[src/rtl/fetch_ctrl.sv]
// ---------------------------------------------------------------------------
// fetch_ctrl
//   Fetch sequencer between a combinational instruction memory and decode.
//   Owns the byte PC, drives the imem word address, registers each fetched
//   instruction together with its PC into the IF/ID stage, and hands it to
//   decode. Handles redirects (branch/jump), decode back-pressure, halt and
//   resume.
//
//   Handshake: id_valid/id_ready follow strict valid/ready semantics. A
//   transfer happens on a rising edge where id_valid=1 and id_ready=1. While
//   id_valid=1 and id_ready=0 the stage holds id_inst/id_pc unchanged. A
//   redirect may withdraw id_valid (flush) regardless of id_ready.
//
//   Optional feature (macro FETCH_LOADER_EN): program-loader write port that
//   takes ownership of imem whenever the sequencer is not in RUN.
//
// Ports
//   clk, rst          clock (rising edge), asynchronous active-high reset
//   start             1-cycle pulse, IDLE/HALT -> RUN
//   halt              RUN -> HALT
//   imem_addr         word address to imem (pc[ADDR_W+1:2])
//   imem_data         same-cycle read data from imem
//   id_valid/id_ready IF/ID handshake toward decode
//   id_inst, id_pc    registered instruction and its byte PC
//   redirect_valid/pc branch/jump redirect (RUN only)
//   busy              state == RUN
//   err               sticky misaligned-redirect flag
//   state             debug view of the FSM: IDLE=0, RUN=1, HALT=2
//   ld_* / imem_w*    loader port (FETCH_LOADER_EN only)
// ---------------------------------------------------------------------------
module fetch_ctrl #(
   parameter int                ADDR_W   = 10,
   parameter logic [ADDR_W+1:0] RESET_PC = '0
) (
   input  logic              clk,
   input  logic              rst,
   input  logic              start,
   input  logic              halt,
   output logic [ADDR_W-1:0] imem_addr,
   input  logic [31:0]       imem_data,
   output logic              id_valid,
   input  logic              id_ready,
   output logic [31:0]       id_inst,
   output logic [ADDR_W+1:0] id_pc,
   input  logic              redirect_valid,
   input  logic [ADDR_W+1:0] redirect_pc,
   output logic              busy,
   output logic              err,
   output logic [1:0]        state
`ifdef FETCH_LOADER_EN
   ,
   input  logic              ld_req,
   input  logic [ADDR_W-1:0] ld_addr,
   input  logic [31:0]       ld_data,
   output logic              ld_gnt,
   output logic              imem_we,
   output logic [ADDR_W-1:0] imem_waddr,
   output logic [31:0]       imem_wdata
`endif
);

   typedef enum logic [1:0] {
      st_idle = 2'd0,
      st_run  = 2'd1,
      st_halt = 2'd2
   } state_t;

   state_t              state_q, state_d;
   logic [ADDR_W+1:0]   pc_q, pc_d;
   logic                id_valid_q, id_valid_d;
   logic [31:0]         id_inst_q, id_inst_d;
   logic [ADDR_W+1:0]   id_pc_q, id_pc_d;
   logic                err_q, err_d;

   logic                advance;
   logic                start_ok;
   logic                consume;

   // The loader owns imem outside RUN; while it holds the grant, start is
   // ignored so the core never fetches a half-written program.
`ifdef FETCH_LOADER_EN
   assign ld_gnt     = ld_req && (state_q != st_run);
   assign imem_we    = ld_gnt;
   assign imem_waddr = ld_addr;
   assign imem_wdata = ld_data;
   assign start_ok   = start && !err_q && !ld_gnt;
`else
   assign start_ok   = start && !err_q;
`endif

   assign advance   = !id_valid_q || id_ready;
   assign consume   = id_valid_q && id_ready;

   assign imem_addr = pc_q[ADDR_W+1:2];
   assign id_valid  = id_valid_q;
   assign id_inst   = id_inst_q;
   assign id_pc     = id_pc_q;
   assign busy      = (state_q == st_run);
   assign err       = err_q;
   assign state     = state_q;

   // -------------------------------------------------------------------------
   // State register
   // -------------------------------------------------------------------------
   always_ff @(posedge clk or posedge rst) begin
      if (rst) begin
         state_q    <= st_idle;
         pc_q       <= RESET_PC;
         id_valid_q <= 1'b0;
         id_inst_q  <= '0;
         id_pc_q    <= '0;
         err_q      <= 1'b0;
      end else begin
         state_q    <= state_d;
         pc_q       <= pc_d;
         id_valid_q <= id_valid_d;
         id_inst_q  <= id_inst_d;
         id_pc_q    <= id_pc_d;
         err_q      <= err_d;
      end
   end

   // -------------------------------------------------------------------------
   // Next-state / datapath
   // -------------------------------------------------------------------------
   always_comb begin
      state_d    = state_q;
      pc_d       = pc_q;
      id_valid_d = id_valid_q;
      id_inst_d  = id_inst_q;
      id_pc_d    = id_pc_q;
      err_d      = err_q;

      unique case (state_q)
         st_idle: begin
            if (consume)  id_valid_d = 1'b0;
            if (start_ok) state_d    = st_run;
         end

         st_run: begin
            if (redirect_valid) begin
               // Redirect beats advance and stall; the stage is flushed
               // even if decode is not ready.
               id_valid_d = 1'b0;
               if (redirect_pc[1:0] != 2'b00) begin
                  // Misaligned target: keep pc, latch the error, stop.
                  err_d   = 1'b1;
                  state_d = st_halt;
               end else begin
                  pc_d = redirect_pc;
                  if (halt) state_d = st_halt;
               end
            end else begin
               if (advance) begin
                  id_inst_d  = imem_data;
                  id_pc_d    = pc_q;
                  id_valid_d = 1'b1;
                  pc_d       = pc_q + (ADDR_W+2)'(4);  // wraps modulo 2^(ADDR_W+2)
               end
               if (halt) state_d = st_halt;
            end
         end

         st_halt: begin
            // No new fetch; a pending instruction drains normally so that
            // resume continues at the held pc without gaps or repeats.
            if (consume)  id_valid_d = 1'b0;
            if (start_ok) state_d    = st_run;
         end

         default: begin
            state_d    = st_idle;
            id_valid_d = 1'b0;
         end
      endcase
   end

endmodule
[config.mk]
export PLATFORM = sky130hd
export DESIGN_NAME = fetch_ctrl
export DESIGN_NICKNAME = d
export VERILOG_FILES = /design/src/rtl/fetch_ctrl.sv
export SDC_FILE = /design/constraint.sdc
export NUM_CORES = 1
export LEC_CHECK = 0
export ABC_AREA = 1
export CORE_UTILIZATION = 43
export DETAILED_ROUTE_END_ITERATION = 8
export GPL_ROUTABILITY_DRIVEN = 0
export HOLD_SLACK_MARGIN = 0.06
export PLACE_DENSITY = 0.8
export SYNTH_ARGS = -nofsm -noshare
export SYNTH_HDL_FRONTEND = slang
export SYNTH_SLANG_ARGS = --single-unit
export TNS_END_PERCENT = 30
[constraint.sdc]
create_clock -name clk -period 2 [get_ports clk]
set_input_delay 0.4 -clock clk [delete_from_list [all_inputs] [get_ports clk]]
set_output_delay 0.4 -clock clk [all_outputs]
set_load 0.01 [all_outputs]
==> metrics.cfg, run 1 <==
[clock_network]
htreeDepth=3
cts_root_buf=clkbuf_8
postCtsSetupRepairBufs=0
cts.path.max_buffers=2
numCtsBuffers=9
path_clk_slew_ns=0.07
insertion_delay_ns=0.33
clock_sinks=60
cts_tree=done

[setup_path]
r2r_end=pc_q[10]
regToRegSetupSlack_ns=0.60
end_kind=output port
critPathKind=flop to output port
max_stage_delay_ns=0.59
cp_top_family=buffers and inverters
cp.required_ns=1.60
cp.arrival_ns=1.40
critPathSlowestCell=clkdlybuf4s50_1
r2r_cells=8
path_cells=clkdlybuf4s50_1
crit_end=imem_addr[5]
start_kind=flop
path_buf_inv=1
crit_start=pc_q[7]
reg2reg_from=pc_q[3]
cp.depth=1
cp_max_fo=8

[placement]
placed_area_mm2=0.00384
dp_hpwl_mm=4.75
port_buffers=108

[cells_and_area]
multi_input_area_um2=970
synthToLayoutAreaGrowth_pct=47.5
antennaDiodeCount=0
drive_above_1_share_pct=6.29
fin_util_pct=66.6
nets=491
final_area_mm2=0.00402
n_fill_cell=518
register_area_mm2=0.00150

[routing]
drc=0
wl_per_cell_um=13.2
vias=2555
drt_wl_total_mm=6.86
dr.pass1.iters=4
vias_per_cell=4.91
drt.antenna.violating_nets=0
drt_iter0_markers=106

[global_route]
grt_max_degree=61
overflow=0
grt_use_total_pct=21.6
first_global_vias=2326
antenna_found_initial=0
grt_pass1_wl_mm=10.7

[sta]
relSlewSlack_pct=78.1
tightest_slew_ns=0.327
setup_violations=0
timing.fmax_mhz=555
rsz0062_at_grt=false
fin_crit_ns=1.80
finClkSkew_ns=0.00902
finalMaxSlewViolations=0
finalCritPeriodShare_pct=90.0
finalSetupTns_ns=0
final-hold-violation-count=0

[pwr]
peakVddDrop_v=0.000384
p_per_area_mw_per_mm2=630
p_leak_uw=0.00201

[yosys]
synthArstFlopShare_pct=100
syn_avg_cell_area_um2=8.10
ys_seq_area_share_pct=55.1
synth_edf_count=0
syn-num-nets=387
synthesis.area_mm2=0.00272
synth_top_area_share_pct=55.1
ys.flop_type=dfrtp_1
yosys_warnings=0
synth_cells=336
ys_ff_latch=60
synth.largest_area_cell=dfrtp_1
synth_cell_type_count=19
synthTopCellsByArea=dfrtp_1 (55%), nand2_1 (18%), nand3_1 (8.6%), inv_1 (3.4%), buf_4 (3.3%)

[job]
max-cap-violations=0

[floorplan]
rows=28
core_area_mm2=0.00603
num_io_pins=109
fp.dieH_um=81.6
die_area_mm2=0.00665
start_util_pct=45.2
die_w_um=81.6

[hold_path]
hold_class=input port to asynchronous set/reset pin

[run_status]
outcome=complete, no violations

==> per-stage QoR <==
step | power [uW] | instances | worst slack, ns | hold WS (ns)
after floorplan | 1400 | 336 | 0.115 | 0.460
after global placement | 1610 | 504 | 0.249 | 0.453
after detailed placement | 1610 | 504 | 0.219 | 0.459
after CTS | 2560 | 520 | 0.0447 | 0.468
after global routing | 2630 | 520 | 0.143 | 0.485
final | 2530 | 520 | 0.199 | 0.458
==> Yosys cell counts, types with 2 or more instances <==
master / instances
inv_1: 25
dfrtp_1: 60
nand2_1: 127
o21ai_1: 10
nor2_1: 22
o21ai_0: 11
nand3_1: 47
buf_4: 12
buf_2: 8
nand4_1: 2
clkbuf_1: 4
==> sequential cells by signal, summed over array words and instances, names as in the netlist <==
name	count
id_valid	1
err	1
state	2
pc_q	12
id_pc	12
id_inst	32
==> metal layers <==
layer | part of all wire (%) | track usage, % | vias up
li1 | - | - | 1259
met1 | 45 | 28.3 | 1199
met2 | 47 | 34.3 | 86
met3 | 6.6 | 4.44 | 11
met4 | 1.8 | 10.5 | 0
met5 | 0 | 0 | -
==> worst min-delay path, stage by stage <==
cell and delay, ns:
clkdlybuf4s50_1 0.41, inv_2 0.08, buf_12 0.29
==> cells by family (layout without fill, tap and decap cells) <==
logic type                 Yosys count  after routing  synth area share (%)
adders and majority gates            1              1                 0.459
and+or+nand+nor                    200            200                  30.4
buffers and inverters               51            160                  9.33
AOI/OAI and AO/OA                   24             24                  4.64
DFF                                 60             60                  55.1
==> area by class of cell <==
cell class / count / area share (%)
flip-flops and latches: 60 / 37.4
well taps: 75 / 2.34
clock buffers: 11 / 3.52
multi-input cells: 225 / 24.2
repair buffers: 118 / 29.5
inverters: 26 / 2.43
clock inverters: 5 / 0.686
==> worst min path at each step <==
stage,startpoint,to
3_5_place_dp,id_inst[11],id_inst[11]
2_1_floorplan,pc_q[0],pc_q[0]
4_1_cts,rst,id_inst[30]
3_3_place_gp,id_inst[15],id_inst[15]
6_report,rst,id_inst[2]
5_1_grt,rst,id_inst[8]
==> power by group <==
| part | internal, uW | leakage, uW | switching (uW) |
|---|---|---|---|
| sequential | 1260 | 0.000734 | 26.2 |
| combinational | 188 | 0.00118 | 115 |
| clock | 474 | 0.0000889 | 465 |
==> timing repair <==
item                       in CTS  in global routing
hold buffers                    0                  0
setup endpoints to repair       0                  1
gates resized for setup         0                  1
==> placed cells by master (no fill, tap or decap) <==
master,n
o21bai_1,1
o21ai_0,11
nand2_1,126
o21ai_1,10
nor2_1,22
clkinvlp_4,1
nand3_1,47
nor3_1,1
nor3_4,1
ha_1,1
dfrtp_1,60
clkinv_2,4
buf_12,2
clkdlybuf4s50_1,107
dlymetal6s2s_1,1
clkbuf_1,1
inv_2,1
inv_1,24
clkbuf_8,10
nand4_1,2
o211ai_1,1
buf_4,8
nand2_2,1
clkinv_1,1
o22ai_1,1
Note: power is estimated with default switching activity, not from simulation.
==> run 2, diff against run 1 <==
--- a/config.mk
+++ b/config.mk
@@ -6,11 +6,12 @@
 export NUM_CORES = 1
 export LEC_CHECK = 0
 export ABC_AREA = 1
-export CORE_UTILIZATION = 43
+export CORE_UTILIZATION = 62
 export DETAILED_ROUTE_END_ITERATION = 8
+export DONT_BUFFER_PORTS = 1
 export GPL_ROUTABILITY_DRIVEN = 0
 export HOLD_SLACK_MARGIN = 0.06
-export PLACE_DENSITY = 0.8
+export PLACE_DENSITY = 0.78
 export SYNTH_ARGS = -nofsm -noshare
 export SYNTH_HDL_FRONTEND = slang
 export SYNTH_SLANG_ARGS = --single-unit
==> run 2 against run 1 <==
  * Clock power increased by 6%
  * Sequential share of layout area increased by 14 points
  * First-iteration DRC count increased by 19%
  * Largest cell class unchanged
  * Maximum frequency increased by 10%
  * Non-clock buffer count decreased by 110
  * Cell count decreased by 27%
==> metrics.cfg, run 2 (synthesized netlist as in run 1, its figures left out) <==
[cells_and_area]
layout_commonest_cell=nand2_1
nets=381  ; -22%
largest_reg_flops=32  ; unchanged
fin_util_pct=70.4  ; +3.8 points
final_cell_mix=nand2_1 (126), dfrtp_1 (60), nand3_1 (47)
synthToLayoutAreaGrowth_pct=6.39
antennaDiodeCount=0  ; unchanged
drive_above_1_share_pct=6.93  ; +0.64 points

[clock_network]
numCtsBuffers=9  ; unchanged
insertion_delay_ns=0.32  ; about the same
ctsHoldBuffers=1  ; +1
cts.path.max_buffers=2  ; unchanged
htreeDepth=3  ; unchanged
cts_resized=0  ; unchanged
cts_tree=done
postCtsSetupRepairBufs=0  ; unchanged
cts_root_buf=clkbuf_8
path_clk_slew_ns=0.06  ; about the same
clock_sinks=60  ; unchanged

[setup_path]
path_cells=inv_1 > nor2_1 > buf_4
cp.arrival_ns=1.23  ; -0.17 ns
critPathSlowestCell=dfrtp_1
end_kind=output port
max_stage_delay_ns=0.45  ; -0.14 ns
start_kind=flop
cp_max_fo=5  ; -3
cp.required_ns=1.60  ; about the same
critPathKind=flop to output port

[pwr]
peakVddDrop_v=0.000484  ; +26%
p_per_area_mw_per_mm2=831  ; +32%
p_leak_uw=0.00157  ; -22%
p_total_uw=2410  ; -4.8%

[global_route]
first_global_vias=1913  ; -18%
use_met1_pct=30.2  ; +1.8 points
antenna_found_initial=0  ; unchanged
met3_usage_pct=8.33  ; +3.9 points
grt_max_degree=42  ; -31%
overflow=0  ; unchanged
grt_busiest_layer=met2
grt_use_total_pct=25.2  ; +3.6 points
grt_pass1_wl_mm=8.43  ; -21%
grt_use_met2_pct=40.6  ; +6.3 points

[sta]
final-hold-violation-count=0  ; unchanged
whs_ns=0.221  ; -0.237 ns
setup_violations=0  ; unchanged
finClkSkew_ns=0.00455  ; -0.00448 ns
finalCritPeriodShare_pct=81.5  ; -8.5 points
finalSetupTns_ns=0  ; unchanged
fin_crit_ns=1.63  ; -0.170 ns
tightest_slew_ns=0.494  ; +0.167 ns
rsz0062_at_grt=false
fin_ws_ns=0.370  ; +0.170 ns
relSlewSlack_pct=67.0  ; -11 points
timing.fmax_mhz=613  ; +10%
finalMaxSlewViolations=0  ; unchanged

[hold_path]
hold_class=input port to flop

[routing]
vias_per_cell=5.47  ; +11%
drc=0  ; unchanged
drt_iter0_markers=126  ; +19%
drt_wl_total_mm=5.58  ; -19%
drt.antenna.violating_nets=0  ; unchanged
vias=2091  ; -18%
wl_per_cell_um=14.6  ; +11%
dr.pass1.iters=4  ; unchanged

[run_status]
outcome=complete, no violations

[floorplan]
start_util_pct=66.2  ; +21 points
num_io_pins=109  ; unchanged
core_area_mm2=0.00412  ; -32%
fp.dieH_um=68.3  ; -16%
die_area_mm2=0.00466  ; -30%
rows=23  ; -18%
die_w_um=68.3  ; -16%

[placement]
place_ws_ns=0.434  ; +0.215 ns
dp_hpwl_mm=3.93  ; -17%
port_buffers=0  ; -100%

[job]
max-cap-violations=0  ; unchanged

-- run 2: changes by cell type in the layout (fill, tap and decap cells not counted) --
cell and delta:
clkdlybuf4s50_1 -107, dlymetal6s2s_1 -1, bufinv_16 +1, buf_4 -3, dlygate4sd3_1 +1, clkbuf_1 -1
clkinv_2 -2, clkinvlp_4 -1
-- run 2: worst paths after layout --
kind	from	end	slack, ns	cells past startpoint
setup / recovery	state[0]	busy	0.37	3
hold / removal	halt	state[1]	0.22	2
setup reg to reg	state[0]	pc_q[4]	0.37	6
hold reg to reg	pc_q[1]	pc_q[1]	0.49	2
max in group asynchronous	rst	pc_q[0]	0.88	3
min in group asynchronous	rst	pc_q[9]	0.56	2
-- run 2: worst max-delay path, delay by kind of cell, from the launching register on --
family | cells | cell delay [ns]
buffers and inverters | 2 | 0.31
DFF | 1 | 0.45
and+or+nand+nor | 1 | 0.15
-- run 2: layout make-up --
cell class | count | area (um^2)
clock inverter | 3 | 40.0
fill | 321 | 1220
inverter | 26 | 97.6
timing repair buffer | 8 | 87.6
sequential | 60 | 1500
multi-input combinational | 225 | 970
clock buffer | 10 | 138
tap | 50 | 62.6
-- run 2: power by group --
group	internal, uW	leakage, uW	switching (uW)
registers	1260	0.000734	54.6
clock network	584	0.0000939	419
logic	31.9	0.000743	57.7
-- run 2: metrics by stage --
step / instance area [um^2] / cells
global placement: 2710 / 368
detailed placement: 2710 / 368
floorplan: 2720 / 336
CTS: 2900 / 382
finish: 2900 / 382
global route: 2900 / 382
-- run 2: layer usage --
layer | share of wire, % | routed length (um)
met5 | 0 | 0
met4 | 0.72 | 40
met3 | 9.5 | 528
met2 | 49 | 2710
met1 | 41 | 2300
